===== config.mk =====
export PLATFORM = sky130hd
export DESIGN_NAME = instruction_fetch
export DESIGN_NICKNAME = d
export VERILOG_FILES = /design/src/rtl/mips_fetch_pkg.sv /design/src/rtl/if_id_reg.sv /design/src/rtl/instruction_fetch.sv
export SDC_FILE = /design/constraint.sdc
export NUM_CORES = 1
export LEC_CHECK = 0
export BUFFER_PORTS_ARGS = -buffer_cell sky130_fd_sc_hd__buf_2
export CORE_ASPECT_RATIO = 2
export CORE_MARGIN = 10
export CORE_UTILIZATION = 33
export DETAILED_ROUTE_END_ITERATION = 8
export PLACE_DENSITY = 0.7
export SLEW_MARGIN = 10
export SYNTH_ARGS = -nofsm -noshare
export SYNTH_HDL_FRONTEND = slang
export SYNTH_SLANG_ARGS = --single-unit

===== constraint.sdc =====
create_clock -name clk -period 2.8 [get_ports clk]
set_clock_uncertainty 0.15 [all_clocks]
set_input_delay 0.14 -clock clk [delete_from_list [all_inputs] [get_ports clk]]
set_output_delay 0.14 -clock clk [all_outputs]
set_load 0.02 [all_outputs]

===== src/rtl/mips_fetch_pkg.sv =====
// Shared constants and FSM encoding for the MIPS instruction fetch stage.
package mips_fetch_pkg;

    typedef enum logic [1:0] {
        BOOT   = 2'd0,
        RUN    = 2'd1,
        HALTED = 2'd2
    } fetch_state_t;

    localparam logic [31:0] NOP     = 32'h0000_0000;
    localparam logic [31:0] PC_INCR = 32'd4;

    // Redirect targets are forced to word alignment.
    function automatic logic [31:0] word_align(input logic [31:0] addr);
        return addr & ~32'h0000_0003;
    endfunction

endpackage


===== src/rtl/if_id_reg.sv =====
// IF/ID pipeline register: bubble inserts a NOP, hold freezes, load captures the fetch.
module if_id_reg
    import mips_fetch_pkg::*;
(
    input  logic        clk,
    input  logic        reset,
    input  logic        load,
    input  logic        bubble,
    input  logic        hold,
    input  logic [31:0] instr_d,
    input  logic [31:0] pc4_d,
    output logic [31:0] instr_q,
    output logic [31:0] pc4_q,
    output logic        valid_q
);

    always_ff @(posedge clk) begin
        if (reset || bubble) begin
            instr_q <= NOP;
            pc4_q   <= 32'h0;
            valid_q <= 1'b0;
        end else if (hold) begin
            instr_q <= instr_q;
            pc4_q   <= pc4_q;
            valid_q <= valid_q;
        end else if (load) begin
            instr_q <= instr_d;
            pc4_q   <= pc4_d;
            valid_q <= 1'b1;
        end
    end

endmodule


===== src/rtl/instruction_fetch.sv =====
// Fetch stage: PC register, BOOT/RUN/HALTED sequencing and the IF/ID register.
//   state  | meaning
//   BOOT   | one cycle after reset, PC held, IF/ID bubbled
//   RUN    | normal fetch; halt > branch > stall/flush priority
//   HALTED | PC frozen, IF/ID bubbled, only reset leaves
module instruction_fetch
    import mips_fetch_pkg::*;
#(
    parameter logic [31:0] RESET_PC = 32'h0000_0000
) (
    input  logic        clk,
    input  logic        reset,
    input  logic        stall,
    input  logic        flush,
    input  logic        branch_taken,
    input  logic [31:0] branch_target,
    input  logic        halt,
    input  logic [31:0] imem_instr,
    output logic [31:0] imem_addr,
    output logic [31:0] pc,
    output logic [31:0] if_id_instr,
    output logic [31:0] if_id_pc4,
    output logic        if_id_valid
);

    fetch_state_t state, state_nxt;
    logic [31:0]  pc_nxt;
    logic [31:0]  pc_plus4;
    logic         run_live;
    logic         ifid_load;
    logic         ifid_hold;
    logic         ifid_bubble;

    assign pc_plus4  = pc + PC_INCR;
    assign imem_addr = {2'b00, pc[31:2]};
    assign run_live  = (state == RUN) && !halt && !branch_taken;

    assign ifid_load   = run_live && !stall && !flush;
    assign ifid_hold   = run_live && stall && !flush;
    assign ifid_bubble = !ifid_load && !ifid_hold;

    always_comb begin
        state_nxt = state;
        pc_nxt    = pc;
        case (state)
            BOOT: state_nxt = RUN;
            RUN: begin
                if (halt) begin
                    state_nxt = HALTED;
                end else if (branch_taken) begin
                    pc_nxt = word_align(branch_target);
                end else if (!stall) begin
                    pc_nxt = pc_plus4;
                end
            end
            HALTED:  state_nxt = HALTED;
            default: state_nxt = BOOT;
        endcase
    end

    always_ff @(posedge clk) begin
        if (reset) begin
            state <= BOOT;
            pc    <= RESET_PC;
        end else begin
            state <= state_nxt;
            pc    <= pc_nxt;
        end
    end

    if_id_reg u_if_id_reg (
        .clk     (clk),
        .reset   (reset),
        .load    (ifid_load),
        .bubble  (ifid_bubble),
        .hold    (ifid_hold),
        .instr_d (imem_instr),
        .pc4_d   (pc_plus4),
        .instr_q (if_id_instr),
        .pc4_q   (if_id_pc4),
        .valid_q (if_id_valid)
    );

endmodule


# Word level (Yosys, flattened, before mapping)

Index checks and enable logic that the tools add are counted.

Add/subtract/negate cells: 1
Equality and inequality tests: 4
Muxes and demuxes: 4
Bitwise operators: 2
Reductions and logical operators: 17

Operators by type and width:

| kind                    | count |
|---|---|
| $mux W32                | 2 |
| $add A32 B3 Y32 const B | 1 |
| $logic_and A1 B1 Y1     | 7 |
| $logic_not A1 Y1        | 6 |
| $pmux W2 S3             | 1 |
| $reduce_and A3 Y1       | 1 |
| $eq A2 B1 Y1 const B    | 1 |
| $eq A2 B2 Y1 const B    | 1 |
| $logic_not A2 Y1        | 1 |
| $mux W2                 | 1 |
| $ne A2 B1 Y1 const B    | 1 |
| $ne A2 B2 Y1 const B    | 1 |
| $not A1 Y1              | 2 |
| $reduce_and A2 Y1       | 1 |
| $logic_or A1 B1 Y1      | 1 |

Bits in registers: 99
Bits of input ports: 70
Output and inout port bits: 129
Word-level logic and storage cells: 33

# Longest topological paths before layout

Depth in word-level cells: 8
Mapped depth: 9
Mapped depth without buffers: 7

# Cells and area by module

Synthesis repeated with hierarchy kept, for this count alone.

Cells, all modules: 645
Area total of the unflattened synthesis: 4947.2 um^2

By module, submodules not included:

| module            | times used | cells each | area each (um^2) | sequential area each (um^2) |
|---|---|---|---|---|
| instruction_fetch | 1          | 362        | 2700.1           | 640.6 |
| if_id_reg         | 1          | 283        | 2247.2           | 1301.2 |

# Worst setup path after synthesis

OpenSTA, ideal clock, no wires.

Kind: register to register
Start point: register pc[2]
End point: register pc[28]
Library setup time: 0.131 ns
Arrival time: 2.125 ns
Data required time: 2.519 ns
Setup slack: 0.393 ns
Stages on the path, launching flop included: 8
Buffers on the path: 1
Period minus slack after synthesis: 2.407 ns
Cells stage by stage: dfxtp_1 > ha_1 > nand3_1 > or2_2 > buf_2 > nor4_1 > and3_1 > nor4_1

Word-level cells in the longest chain between the ends: 3

Ends and longest elaborated chain:

| element                | line                    | text |
|---|---|---|
| start, declared        | instruction_fetch.sv:20 | `output logic [31:0] pc,` |
| start signal, assigned | instruction_fetch.sv:67 | `pc <= pc_nxt;` |
| $add A32 B3 Y32        | instruction_fetch.sv:34 | `assign pc_plus4 = pc + PC_INCR;` |
| $mux W32               | instruction_fetch.sv:52 | `end else if (!stall) begin` |
| $mux W32               | instruction_fetch.sv:50 | `end else if (branch_taken) begin` |

No other way between the ends. The select of a mux whose other input is x is not followed.
A chain may end at the register's enable or synchronous reset.

# Worst setup path after layout

Ends and elaborated chain as after synthesis.

==> metrics.md <==
| Metric | Value |
|---|---|
| Die width | 103 um |
| Syn avg cell area | 8.88 um^2 |
| Global Route Usage Sum | 0.168 |
| CP Launch Type | flip-flop |
| Most common flop cell mapped by yosys | dfxtp_1 |
| RSZ-0062 raised after global routing | false |
| Final worst path period share | 0.896 |
| Crit. Startpoint | pc[2] |
| Clk sinks | 95 |
| Synth top area share | 0.414 |
| Worst Path Max Fanout | 10 |
| Post-Syn Instances | 517 |
| Unique masters post-synth | 53 |
| Drt pass-1 iters | 4 |
| FILL cells | 1,396 |
| Synth Area in XOR/XNOR | 0.0534 |
| Fin. max-slew vios | 0 |
| Largest family of logic cells by synthesized area | compound AO/OA/AOI/OAI gates |
| Max-Cap Viols | 0 |
| EDFF count, synth | 0 |
| Mapped cell area | 0.00459 mm^2 |
| Slew headroom | 0.508 |
| Number of buffers added on ports | 190 |
| Detailed Route WL | 16.7 mm |
| Core area | 0.0138 mm^2 |
| Share of layout cells above drive strength 1 | 0.378 |
| Register bit count reported by yosys | 95 |
| Yosys top cell by area | dfxtp_1 |
| CP max-delay cell | nor4_1 |
| Number of global-route vias before repair | 4,813 |
| Worst slew pin tran | 731 ps |
| Synth top area cells | dfxtp_1, o221a_2, buf_4 |
| Hold Crit Start | branch_target[8] |
| Critical register-to-register path startpoint | pc[2] |
| Fin worst setup slack | 290 ps |
| YS warnings | 0 |
| Total grt overflow | 0 |
| Synth-to-Final Area Change | 37.1% |
| Status | complete, no violations |
| Crit. End Element | flip-flop |
| Leak | 2.75 nW |
| Clock Latency Late Sink | 340 ps |
| Post-synthesis async set-or-reset flop share | 0 |
| Largest net degree at the start of global routing | 49 |
| Pwr/cell area | 551 mW/mm^2 |
| Delay of the slowest cell on the worst path | 550 ps |
| Root cell of the clock tree | clkbuf_16 |
| FP Rows | 61 |
| Drt wl/cell | 18.5 um |
| Synth Area in Adders | 0.00818 |
| Worst EP arrival | 2610 ps |
| Sequential fraction of the synthesis area | 0.414 |
| Global-route wire length before repair | 25.7 mm |
| # IOs | 199 |
| Via count | 4,680 |
| Die Y | 187 um |
| Peak VDD IR | 279 uV |
| Crit Path Category | reg2reg |
| Most used cell, CP | nor4_1 |
| Crit path cell chain | ha_1 > nand3_1 > or2_2 > nor4_1 > nor3_1 > nor4_1 |
| Detailed Place HPWL | 12.4 mm |
| Starting Density | 0.332 |
| Multiplexer area fraction after synthesis | 0.00654 |
| Hold_buf cts | 46 |
| Post-CTS setup buffer count | 0 |
| Final nets | 785 |
| Post-CTS Resized | 0 |
| Post-route ant nets | 0 |
| CTS tree | built |
| Pre-CTS setup slack | 332 ps |
| Hold Path Class | in2reg |
| Endpoints failing hold | 0 |
| Req. time, crit path | 2900 ps |
| CTS Buffer Depth | 2 |
| Simple-gate area share of the yosys netlist | 0.154 |
| Fmax achieved | 0.398 GHz |
| Most common cell in the synthesized netlist | dfxtp_1 |
| Die area | 0.0193 mm^2 |
| DRC Markers | 0 |
| Fin crit period | 2510 ps |
| Compound-cell area share of the yosys netlist | 0.264 |
| Initial antenna violation count | 1 |
| Clock-pin slew on the worst setup and hold paths | 70 ps |
| Via-to-Cell Ratio | 5.16 |
| Setup tns final | 0 ps |
| Final setup viols | 0 |
| H-tree levels | 3 |
| Most frequent cells after synthesis | dfxtp_1, o21ai_0, a21oi_1, buf_4, o221a_2 |
| Initial DRC count | 231 |
| Inserted Clock Buffers | 9 |
| GP Congestion | 0.845 |
==> worst paths after layout <==
check	slack, ps	end	cells after the start
max reg2reg	290	pc[28]	6
min reg2reg	310	state[1]	2
min	8	pc[8]	5
max	290	pc[28]	6
==> cell usage in the layout (no fill, tap or decap), types with 7 or more instances in the layout <==
master / count
buf_2: 190
dfxtp_1: 95
dlygate4sd3_1: 46
o21ai_0: 45
a21oi_1: 39
o221a_2: 35
nand2_1: 32
nor2_1: 28
xnor2_1: 24
buf_4: 19
nand3_1: 18
nor3_1: 12
nor4_1: 9
clkbuf_16: 9
a32o_1: 8
and3_1: 7
a22o_1: 7
==> area by class of cell <==
class / instances / area, um^2 / share of cell area
Tap cell: 189 / 236 / 0.0376
Sequential cell: 95 / 1900 / 0.302
Timing Repair Buffer: 255 / 1550 / 0.247
Antenna cell: 2 / 5.00 / 0.000795
Clock buffer: 11 / 253 / 0.0402
Inverter: 7 / 26.3 / 0.00417
Clock inverter: 4 / 53.8 / 0.00855
Multi-Input combinational cell: 344 / 2260 / 0.360
==> sequential cells by signal (all words and copies together) (netlist names) <==
signal	cells
u_if_id_reg.instr_q	32
u_if_id_reg.pc4_q	30
pc	30
state	2
u_if_id_reg.valid_q	1
==> metal layers <==
metal / vias to the layer above / GRT usage / wire length, um
li1: 2265 / - / -
met1: 2193 / 0.178 / 6400
met4: 0 / 0.0823 / 486
met2: 189 / 0.298 / 8760
met3: 33 / 0.0351 / 1100
met5: - / 0 / 0
==> power by group <==
| part | internal (W) | total (W) | switching (W) | leakage (nW) |
|---|---|---|---|---|
| clock | 0.000740 | 0.00126 | 0.000521 | 0.144 |
| sequential | 0.00142 | 0.00151 | 0.0000946 | 0.767 |
| combinational | 0.000275 | 0.000694 | 0.000419 | 1.84 |
==> critical path, delay by kind of cell (launching register included) <==
family | cells | cell delay, ps
DFF | 1 | 520
adders and majority gates | 1 | 320
and+or+nand+nor | 5 | 1430
==> through the flow <==
stage	instances	area [um^2]	util	hold slack (ps)	total power [W]
2_1_floorplan	522	4610	-	158	0.00197
3_3_place_gp	844	5520	0.400	253	0.00217
3_5_place_dp	844	5520	0.400	258	0.00218
4_1_cts	905	6290	0.455	3.27	0.00351
5_1_grt	906	6290	0.455	26.9	0.00364
6_report	907	6290	0.456	7.57	0.00347
==> cell families (layout without fill, tap and decap cells) <==
| group | after synthesis | after routing |
|---|---|---|
| DFF | 95 | 95 |
| AOI/OAI and AO/OA | 169 | 169 |
| adders and majority gates | 3 | 3 |
| other | 1 | 8 |
| buffers and inverters | 83 | 277 |
| xor gates and xnor gates | 28 | 28 |
| and+or+nand+nor | 135 | 135 |
| muxes | 3 | 3 |
No activity file was read; power rests on OpenSTA's default activity.
